File: src/rtl/gcd_pack.sv
// Shared types and defaults for the subtractive-Euclid GCD block.
package gcd_pack;

    typedef enum logic {GCD_IDLE, GCD_CALC} gcd_state_t;

    localparam int GCD_WIDTH_DEFAULT = 16;

endpackage

File: src/rtl/gcd_datapath.sv
// Operand registers, comparators and subtractors for subtractive Euclid.
// Latency: one compare/subtract step per cycle while step is asserted.
// Backpressure: none; load and step are strobes owned by the sequencer.
module gcd_datapath
    import gcd_pack::*;
#(
    parameter int WIDTH = GCD_WIDTH_DEFAULT
) (
    input  logic             clk,
    input  logic             rst,
    input  logic             load,
    input  logic             step,
    input  logic [WIDTH-1:0] a_in,
    input  logic [WIDTH-1:0] b_in,
    output logic [WIDTH-1:0] x,
    output logic [WIDTH-1:0] y,
    output logic             x_zero,
    output logic             y_zero,
    output logic             eq,
    output logic             gt
);

    assign x_zero = (x == '0);
    assign y_zero = (y == '0);
    assign eq     = (x == y);
    assign gt     = (x > y);

    // Subtraction is only taken on the larger operand, so it never wraps.
    always_ff @(posedge clk) begin
        if (rst) begin
            x <= '0;
            y <= '0;
        end else if (load) begin
            x <= a_in;
            y <= b_in;
        end else if (step) begin
            if (gt) x <= x - y;
            else    y <= y - x;
        end
    end

endmodule

File: src/rtl/gcd_ctrl.sv
// GCD sequencer: captures operands on a start edge, steps the datapath, posts sticky done.
// Latency: done rises N+2 cycles after the start edge (N = subtract steps).
// Backpressure: none; start edges arriving while busy are dropped.
module gcd_ctrl
    import gcd_pack::*;
#(
    parameter int WIDTH = GCD_WIDTH_DEFAULT
) (
    input  logic             clk,
    input  logic             rst,
    input  logic             start,
    input  logic [WIDTH-1:0] a_in,
    input  logic [WIDTH-1:0] b_in,
    input  logic             ack,
    output logic             busy,
    output logic             done,
    output logic [WIDTH-1:0] result,
    output logic [WIDTH-1:0] iters
);

    gcd_state_t       state;
    logic             start_q;
    logic             start_edge;
    logic             load;
    logic             step;
    logic             finish;
    logic [WIDTH-1:0] x;
    logic [WIDTH-1:0] y;
    logic             x_zero;
    logic             y_zero;
    logic             eq;
    logic             gt;

    assign start_edge = start & ~start_q;
    assign finish     = x_zero | y_zero | eq;
    assign load       = (state == GCD_IDLE) & start_edge;
    assign step       = (state == GCD_CALC) & ~finish;

    gcd_datapath #(.WIDTH(WIDTH)) u_datapath (
        .clk    (clk),
        .rst    (rst),
        .load   (load),
        .step   (step),
        .a_in   (a_in),
        .b_in   (b_in),
        .x      (x),
        .y      (y),
        .x_zero (x_zero),
        .y_zero (y_zero),
        .eq     (eq),
        .gt     (gt)
    );

    always_ff @(posedge clk) begin
        if (rst) begin
            state   <= GCD_IDLE;
            start_q <= 1'b0;
            busy    <= 1'b0;
            done    <= 1'b0;
            result  <= '0;
            iters   <= '0;
        end else begin
            start_q <= start;
            case (state)
                GCD_IDLE: begin
                    if (start_edge) begin
                        state <= GCD_CALC;
                        busy  <= 1'b1;
                        iters <= '0;
                        done  <= 1'b0;
                    end else if (ack) begin
                        done  <= 1'b0;
                    end
                end
                GCD_CALC: begin
                    // done is already clear here, so a coincident ack cannot beat the set.
                    if (finish) begin
                        state  <= GCD_IDLE;
                        busy   <= 1'b0;
                        done   <= 1'b1;
                        result <= x_zero ? y : x;
                    end else if (iters != '1) begin
                        iters  <= iters + WIDTH'(1);
                    end
                end
                default: state <= GCD_IDLE;
            endcase
        end
    end

endmodule

File: config.mk
export PLATFORM = sky130hd
export DESIGN_NAME = gcd_ctrl
export DESIGN_NICKNAME = d
export VERILOG_FILES = /design/src/rtl/gcd_pack.sv /design/src/rtl/gcd_datapath.sv /design/src/rtl/gcd_ctrl.sv
export SDC_FILE = /design/constraint.sdc
export NUM_CORES = 1
export LEC_CHECK = 0
export CAP_MARGIN = 10
export CORE_MARGIN = 4
export CORE_UTILIZATION = 45
export DETAILED_ROUTE_END_ITERATION = 8
export HOLD_SLACK_MARGIN = 0.08
export PLACE_DENSITY = 0.71
export SYNTH_ARGS = -nofsm -noshare
export SYNTH_HDL_FRONTEND = slang
export SYNTH_SLANG_ARGS = --single-unit
File: constraint.sdc
create_clock -name clk -period 3.8 [get_ports clk]
set_clock_uncertainty 0.2 [all_clocks]
set_input_delay 1.14 -clock clk [delete_from_list [all_inputs] [get_ports clk]]
set_output_delay 1.14 -clock clk [all_outputs]
set_load 0.01 [all_outputs]
==> key figures <==
Timing
  – Slew headroom: 29.4%
  – Max Freq: 292 MHz
  – Share of the clock period used by the worst path: 90.0%
  – Max-slew violations: 0
  – Fin crit period: 3420 ps
  – Endpoints failing setup: 0
  – Total Neg Setup Slack: 0 ps
  – Final Hold Vio Count: 0
  – Worst Tran Pin Value: 1060 ps
  – Worst hold slack: 298 ps
  – RSZ-0062 raised after global routing: false

Place
  – Final GP Congestion: 1.02
  – DP HPWL: 12.7 mm
  – Count of input and output buffers: 69

Floorplan
  – Row count: 37
  – Initial Utilization: 46.5%
  – DIE AREA: 0.0124 mm²
  – Chip height: 111 µm
  – Die extent in x: 111 µm
  – Area of the core: 0.0104 mm²
  – Ports: 70

Min path
  – Min-delay src: busy
  – Worst hold path depth: 2
  – Hold Crit Class: reg -> reg
  – Hold EP: busy

Detailed routing
  – Final ANT Viol Nets: 0
  – Routed len/inst: 19.3 µm
  – Initial DRC Count: 521
  – DRC viols: 0
  – Total number of vias: 5191
  – Drt pass-1 iters: 5
  – Vias per cell: 6.11
  – DRT Wirelength: 16.4 mm

Clock tree
  – CTS resizes: 0
  – H-Tree Depth: 3
  – Post CTS Setup Buffer Count: 0
  – Clk buf depth: 2
  – Num CTS Buffers: 9
  – Hold-fix buffers, CTS: 0
  – Clk slew on worst S/H paths: 100 ps
  – Root Buffer: clkbuf_8
  – Clk_lat worst skew: 360 ps
  – CTS tree: done
  – CTS sink count: 68

Synth
  – Mapped Nets: 709
  – Synth unique cells: 67
  – Cell area after synthesis: 0.00482 mm²
  – Synth warn: 0
  – Post-synthesis sequential element count: 68
  – Area leader, netlist: dfxtp_1
  – Synth Instances: 639
  – Post-synth EDFFs: 0
  – Main synth FF type: dfxtp_1
  – Mapped Avg Cell Area: 7.54 µm²
  – Async SR Flop Fraction: 0%
  – Sequential area share after synthesis: 28.2%
  – Synth top area cells: dfxtp_1 28%, a21oi_1 8.3%, ha_1 8.3%
  – Share of the synthesized area in the top cell type: 28.2%

Global routing
  – Vias in the first global route: 4861
  – Antenna violations before repair: 0
  – Largest net degree at the start of global routing: 49
  – Total gr overflow: 0
  – Gr usage total: 25.5%
  – Global-route wire length before repair: 25.8 mm

Final layout
  – Most common cell after layout, fill and taps aside: a21oi_1
  – Commonest non-fill, non-tap cells in the layout: 80 x a21oi_1, 68 x dfxtp_1, 68 x clkdlybuf4s50_1
  – Ant diodes: 0
  – Final net count: 779
  – Share of cells above drive strength 1: 8.68%
  – Area Growth Syn to Fin: 22.6%

Worst setup path
  – Worst path slowest cell: nor2_1
  – Reg2reg path depth: 8
  – Startpoint class of the critical path: register
  – Worst Path Max Fanout: 13
  – CP endpoint kind: register
  – RR Startpoint: u_datapath.y[5]
  – R2r setup slk: 380 ps
  – WP data arrival: 3460 ps
  – Worst-path cell chain: inv_1 > ha_1 > nand4_1 > o41ai_2 > nor3_1 > nor2_1 > a2111oi_0 > a211oi_1
  – Crit-path max cell delay: 810 ps
  – Critical Setup Path Class: reg -> reg
  – Critical register-to-register path endpoint: u_datapath.y[1]
  – Required @ worst endpoint: 3840 ps

Outcome
  – Outcome: completed

Power and ir drop
  – VDD IR max: 0.465 mV
  – Pleak: 2.21 nW
  – Power Density: 1100 mW/mm²

Flow run
  – Max-cap violations: 0
registers in the layout (all words and copies together) (netlist names):
name          cells
iters            16
result           16
u_datapath.x     16
u_datapath.y     16
busy              1
done              1
start_q           1
state             1
critical path: cells and delay by family, from the launching register on:
family,cells,cell delay (ps)
flip-flops,1,410
AO/OA/AOI/OAI,3,970
AND/OR/NAND/NOR,3,1180
adder cells (fa/ha/maj),1,460
buffers and inverters,1,80
worst max path at each step:
stage / startpoint / endpoint / slack (ps)
global route: u_datapath.y[13] / u_datapath.y[14] / 90
detailed placement: start / iters[8] / 290
finish: u_datapath.y[5] / u_datapath.y[1] / 380
floorplan: start / u_datapath.x[14] / 1040
global placement: start / iters[6] / 330
CTS: u_datapath.y[13] / u_datapath.y[1] / 460
final cells by class:
type / count / area, µm²
inverter: 41 / 154
sequential: 68 / 1360
tap: 136 / 170
timing repair buffer: 102 / 933
clock buffer: 10 / 138
multi-input combinational: 487 / 3110
fill: 997 / 4460
clock inverter: 6 / 47.5
report_power, final:
| group | switching (mW) | total (mW) | internal [mW] |
|---|---|---|---|
| clock | 0.319 | 0.578 | 0.259 |
| sequential | 0.236 | 1.15 | 0.917 |
| combinational | 2.87 | 4.78 | 1.91 |
synth_stat cells, types with 4 or more instances:
library cell / n
a211oi_1: 27
a21oi_1: 80
a311oi_1: 6
a31oi_1: 5
and4_1: 7
buf_2: 18
clkbuf_1: 20
dfxtp_1: 68
ha_1: 32
inv_1: 41
mux2i_1: 4
nand2_1: 55
nand2b_1: 4
nand3_1: 14
nand4_1: 11
nor2_1: 60
nor3_1: 10
nor4_1: 11
o211ai_1: 8
o21a_1: 4
o21ai_0: 48
o31a_1: 4
o31ai_1: 6
or3_1: 10
or4_1: 5
xnor2_1: 15
logic make-up after synthesis:
logic type / share of synthesized area [%]
fa+ha+maj: 9.14
flops: 28.2
compound gates: 29.4
xor+xnor: 3.27
mux: 0.831
buf+inv: 7.55
simple gates: 21.5
metrics by stage:
step	power [mW]	area, µm²	util [%]	worst slack (ps)	instances
final	6.51	5910	57.0	378	850
after global placement	5.81	5720	55.2	335	834
after floorplan	4.39	4820	-	1040	639
after global routing	6.95	5910	57.0	94.5	850
after detailed placement	5.79	5720	55.2	288	834
after CTS	6.38	5910	57.0	465	850
metal layers:
metal  GRT usage, %  up-vias  part of all wire [%]
li1               -     2458                     -
met1           35.3     2441                    44
met2           39.6      249                    44
met3           5.60       43                   8.5
met4           8.19        0                   2.8
met5              0        -                     0
(Power assumes the default switching activity.)
